File: config.mk
export PLATFORM = sky130hd
export DESIGN_NAME = skid_fifo_break_r
export DESIGN_NICKNAME = d
export VERILOG_FILES = /design/src/rtl/skid_fifo_break_r.sv
export SDC_FILE = /design/constraint.sdc
export NUM_CORES = 1
export LEC_CHECK = 0
export CAP_MARGIN = 20
export CORE_MARGIN = 2
export CORE_UTILIZATION = 55
export DETAILED_ROUTE_END_ITERATION = 8
export GPL_TIMING_DRIVEN = 1
export PLACE_DENSITY = 0.79
export RECOVER_POWER = 100
export SYNTH_ARGS = -nofsm -noshare
export SYNTH_HDL_FRONTEND = slang
export SYNTH_SLANG_ARGS = --single-unit
File: constraint.sdc
create_clock -name clk -period 6.51 [get_ports clk]
set_input_delay 1.302 -clock clk [delete_from_list [all_inputs] [get_ports clk]]
set_output_delay 1.302 -clock clk [all_outputs]
set_load 0.03 [all_outputs]
File: src/rtl/skid_fifo_break_r.sv
// -----------------------------------------------------------------------------
// skid_fifo_break_r
//
// Purpose:
//   A transparent FIFO with NUM_SLOTS entries that cuts the ready path.
//   ins_ready comes straight from a flop, so there is no combinational path
//   from outs_ready back to ins_ready.
//   When the FIFO is empty, the upstream token is presented downstream in the
//   same cycle (0-cycle bypass). That token is stored only if downstream does
//   not take it.
//
// Parameters:
//   NUM_SLOTS  storage depth, 1..64 (non power-of-two values are allowed)
//   DATA_TYPE  data width in bits, 1..1024
//
// Ports:
//   clk         clock; all state updates on its rising edge
//   rst         synchronous, active-high reset
//   ins         upstream data
//   ins_valid   upstream valid
//   ins_ready   upstream ready (registered)
//   outs        downstream data
//   outs_valid  downstream valid
//   outs_ready  downstream ready
//   occupancy   stored-token count. This port exists only when the macro
//               SKID_FIFO_OCCUPANCY_EN is defined.
//
// Handshake:
//   A transfer happens on a side when valid and ready are both high at a
//   rising clk edge. The producer holds data stable while it waits for ready.
//   Here, outs stays stable while outs_valid=1 and outs_ready=0 with tokens
//   stored.
// -----------------------------------------------------------------------------
module skid_fifo_break_r #(
   parameter int NUM_SLOTS = 4,
   parameter int DATA_TYPE = 32
) (
   input  logic                 clk,
   input  logic                 rst,
   input  logic [DATA_TYPE-1:0] ins,
   input  logic                 ins_valid,
   output logic                 ins_ready,
   output logic [DATA_TYPE-1:0] outs,
   output logic                 outs_valid,
   input  logic                 outs_ready
`ifdef SKID_FIFO_OCCUPANCY_EN
   ,
   output logic [$clog2(NUM_SLOTS+1)-1:0] occupancy
`endif
);

   localparam int PW = (NUM_SLOTS > 1) ? $clog2(NUM_SLOTS) : 1;
   localparam int CW = $clog2(NUM_SLOTS + 1);
   localparam logic [PW-1:0] LAST_PTR = PW'(NUM_SLOTS - 1);
   localparam logic [CW-1:0] FULL_CNT = CW'(NUM_SLOTS);

   logic [DATA_TYPE-1:0] mem_q [NUM_SLOTS];
   logic [PW-1:0]        head_q, head_d;
   logic [PW-1:0]        tail_q, tail_d;
   logic [CW-1:0]        count_q, count_d;
   // ready_q is the inverse of "full". Holding it in this polarity lets
   // ins_ready be a bare flop output.
   logic                 ready_q;

   logic empty;
   logic in_xfer;
   logic out_xfer;
   logic wr_en;
   logic rd_en;

   always_comb begin
      empty      = (count_q == '0);
      outs       = empty ? ins : mem_q[head_q];
      outs_valid = empty ? ins_valid : 1'b1;
      in_xfer    = ins_valid & ready_q;
      out_xfer   = outs_valid & outs_ready;
      // When empty and downstream is ready, the token goes straight through
      // and is never written into storage.
      wr_en      = in_xfer & ~(empty & outs_ready);
      rd_en      = out_xfer & ~empty;
   end

   always_comb begin
      head_d  = head_q;
      tail_d  = tail_q;
      count_d = count_q;
      if (rd_en) head_d = (head_q == LAST_PTR) ? '0 : head_q + 1'b1;
      if (wr_en) tail_d = (tail_q == LAST_PTR) ? '0 : tail_q + 1'b1;
      case ({wr_en, rd_en})
         2'b10:   count_d = count_q + 1'b1;
         2'b01:   count_d = count_q - 1'b1;
         default: count_d = count_q;
      endcase
   end

   always_ff @(posedge clk) begin
      if (rst) begin
         head_q  <= '0;
         tail_q  <= '0;
         count_q <= '0;
         ready_q <= 1'b1;
      end else begin
         head_q  <= head_d;
         tail_q  <= tail_d;
         count_q <= count_d;
         ready_q <= (count_d != FULL_CNT);
      end
   end

   // Storage has no reset. A write during reset is suppressed so that the
   // reset cycle leaves no trace.
   always_ff @(posedge clk) begin
      if (wr_en && !rst) mem_q[tail_q] <= ins;
   end

   assign ins_ready = ready_q;

`ifdef SKID_FIFO_OCCUPANCY_EN
   assign occupancy = count_q;
`endif

endmodule

==> insert_results.sql <==
INSERT INTO impl_metrics (metric_group, metric, value, unit) VALUES
('setup_path', 'critical_path.reg2reg.startpoint', 'count_q[0]', ''),
('drt', 'met3_wl', '347', 'um'),
('sta', 'timing.final.max_slew_violations', '59', ''),
('global_routing', 'grt_first_pass_wirelength', '16280', 'um'),
('global_routing', 'maximum_number_of_pins_on_one_net_before_global_route_repair', '33', ''),
('logic_synthesis', 'synth_cell_type_count', '32', ''),
('drt', 'drtPass1Iterations', '4', ''),
('worst_hold_path', 'hp-start', 'head_q[1]', ''),
('logic_synthesis', 'ys_async_sr_fraction', '0', '%'),
('sta', 'fin_crit', '4899', 'ps'),
('clock_tree', 'clk_pin_slew', '60', 'ps'),
('place', 'hpwl', '6074', 'um'),
('logic_synthesis', 'synthMostInstantiatedCell', 'edfxtp_1', ''),
('drt', 'detail_route.wl_per_cell', '20.66', 'um'),
('clock_tree', 'post_cts_resize_count', '0', ''),
('floorplanning', 'placement_rows', '36', ''),
('sta', 'setup_violations', '0', ''),
('logic_synthesis', 'synthTopCellsByArea', 'edfxtp_1 (69%), mux4_2 (13%), mux2_2 (6.7%)', ''),
('floorplanning', 'starting_density', '56.82', '%'),
('setup_path', 'worstPathBufferInverterCount', '2', ''),
('drt', 'met2_wirelength', '5080', 'um'),
('sta', 'grt_setup_unrepaired', 'no', ''),
('place', 'gp_congestion', '0.7434', ''),
('floorplanning', 'io_pins', '70', ''),
('setup_path', 'ff2ff_path_depth', '4', ''),
('sta', 'final_cycle_utilization_of_the_critical_path', '75.25', '%'),
('pwr', 'ir_worst_vdd', '246.1', 'uV'),
('drt', 'routed_wirelength', '10100', 'um'),
('setup_path', 'kind_of_end_point_of_the_critical_path', 'flip-flop', ''),
('run_status', 'outcome', 'finished with violations', ''),
('layout', 'final_core_util', '70.45', '%'),
('drt', 'drtAntennaViolNets', '0', ''),
('clock_tree', 'cts.hold.buffers_added', '0', ''),
('sta', 'setup-tns-final', '0', 'ps'),
('logic_synthesis', 'synth.cells.most_frequent', 'edfxtp_1 (128), mux2_2 (33), mux4_2 (32)', ''),
('setup_path', 'timing.critical_path.cells', 'dlygate4sd3_1 > nor4b_1 > or2_0 > nor3b_1 > clkbuf_1', ''),
('logic_synthesis', 'synthDominantAreaCellType', 'edfxtp_1', ''),
('setup_path', 'reg2reg_to', 'mem_q[3][2]', ''),
('clock_tree', 'cts_htree_levels', '4', ''),
('pwr', 'p_leak', '0.002250', 'uW'),
('logic_synthesis', 'number_of_enable_type_register_cells_in_the_synthesized_netlist', '128', ''),
('clock_tree', 'clock_insertion_delay_at_the_later_pin_of_the_skew_report', '510', 'ps'),
('worst_hold_path', 'min_delay_worst_endpoint', 'head_q[1]', ''),
('drt', 'remaining_drc_errors', '0', ''),
('layout', 'num_antenna_cells', '0', ''),
('setup_path', 'worst-endpoint-required', '6620', 'ps'),
('run_status', 'violations', 'max-capacitance violations, max-slew violations', ''),
('setup_path', 'worst_path_dominant_cell_family', 'simple AND/OR/NAND/NOR gates', ''),
('logic_synthesis', 'seq_cells_post_synth', '138', ''),
('layout', 'drive_gt1_share', '27.53', '%'),
('logic_synthesis', 'synthesis.nets', '304', ''),
('global_routing', 'vias_in_the_first_global_route', '2954', ''),
('job', 'maxCapViolCount', '4', ''),
('logic_synthesis', 'average_size_of_a_mapped_cell', '21.38', 'um2'),
('clock_tree', 'cts_tree', 'built', ''),
('logic_synthesis', 'fraction_of_the_yosys_area_taken_by_sequential_cells', '72.48', '%'),
('setup_path', 'crit_path_max_incr_delay', '1460', 'ps'),
('sta', 'max_freq', '204.1', 'MHz'),
('floorplanning', 'die_area', '10970', 'um2'),
('setup_path', 'critPathKind', 'in -> reg', ''),
('drt', 'topRoutingLayerUsed', 'met4', ''),
('clock_tree', 'cts_max_path_buffers', '2', ''),
('drt', 'vias', '2760', ''),
('drt', 'route.layer.met1.wl', '4527', 'um'),
('sta', 'hold_slack', '552.3', 'ps'),
('worst_hold_path', 'hp-class', 'reg -> reg', ''),
('logic_synthesis', 'syn_area', '5579', 'um2'),
('clock_tree', 'cts-buffers-inserted', '17', ''),
('sta', 'finClkSkew', '9.076', 'ps'),
('global_routing', 'grt_use_total', '20.31', '%'),
('sta', 'worst_slew_pin_slew', '1843', 'ps');
-- report_power, final --
group / leakage (uW) / internal [uW] / total (uW) / switching (uW)
logic: 0.000738 / 422 / 910 / 488
registers: 0.00124 / 1040 / 1100 / 59.5
clock network: 0.000271 / 544 / 903 / 359
total: 0.00225 / 2010 / 2910 / 906
-- placed cells by master (no fill, tap or decap), types with 2 or more instances in the layout --
cell,Yosys,routed
nand2_1,3,3
a21oi_1,2,2
dfxtp_1,10,9
nor3b_1,4,4
buf_4,4,2
clkinv_2,0,2
clkbuf_1,2,5
nor2_1,3,3
bufinv_16,0,2
or3_1,2,2
clkinv_1,0,3
nand2b_1,2,2
inv_6,0,3
clkinv_4,0,3
clkdlybuf4s50_1,0,4
mux2_2,33,33
xor2_1,2,2
dlygate4sd3_1,0,65
o21ai_0,3,3
clkbuf_16,0,16
mux4_2,32,32
edfxtp_1,128,128
clkinvlp_4,0,2
ha_1,6,6
inv_1,6,6
nor2b_1,2,2
-- per-layer routing --
metal	GRT usage (%)	vias up
li1	-	1234
met1	27.03	1440
met2	32.31	71
met3	5.739	15
met4	7.714	0
met5	0	-
-- worst max-delay path by stage --
stage,slack [ps],to,startpoint,cells after the start
after global routing,1270,outs[15],flip-flop,4
after detailed placement,2460,outs[18],ins[18],3
after floorplan,1790,mem_q[1][0],outs_ready,4
after CTS,1990,outs[0],flip-flop,4
after global placement,2500,outs[29],ins[29],3
final,1610,mem_q[3][2],outs_ready,5
-- flip-flops by register name, summed over array words and instances, names as in the netlist, named ones only --
signal     cells
head_q         2
mem_q        128
count_q        3
ins_ready      1
tail_q         2
-- tightest hold or removal path, delay by kind of cell, from the launching register on --
family	cells	cell delay (ps)
flip-flops	1	310
multiplexers	1	130
AND/OR/NAND/NOR	1	60
-- per-stage QoR --
stage,setup WS [ps],std cells,instance area [um2],power (uW)
2_1_floorplan,1795,261,5579,1784
4_1_cts,1988,489,6958,2983
5_1_grt,1272,489,6918,3030
3_5_place_dp,2457,457,6395,2075
6_report,1612,489,6918,2912
3_3_place_gp,2502,457,6395,2054
-- cell type report --
| cell class | instances | area (um2) | share of cell area (%) |
|---|---|---|---|
| Tap cell | 133 | 166.4 | 2.406 |
| Clock inverter | 15 | 148.9 | 2.152 |
| Clock buffer | 17 | 414.1 | 5.987 |
| Timing Repair Buffer | 76 | 724.4 | 10.47 |
| Inverter | 6 | 22.52 | 0.3256 |
| Multi-Input combinational cell | 104 | 1396 | 20.18 |
| Sequential cell | 138 | 4045 | 58.47 |
-- kinds of logic after synthesis --
logic type	count (synthesis)	share of synthesized area [%]
buf+inv	19	2.601
flops	138	72.48
fa+ha+maj	7	1.704
compound gates	8	0.8971
simple gates	21	2.242
xor+xnor	2	0.3140
mux	66	19.76
Note: power is estimated with default switching activity, not from simulation.
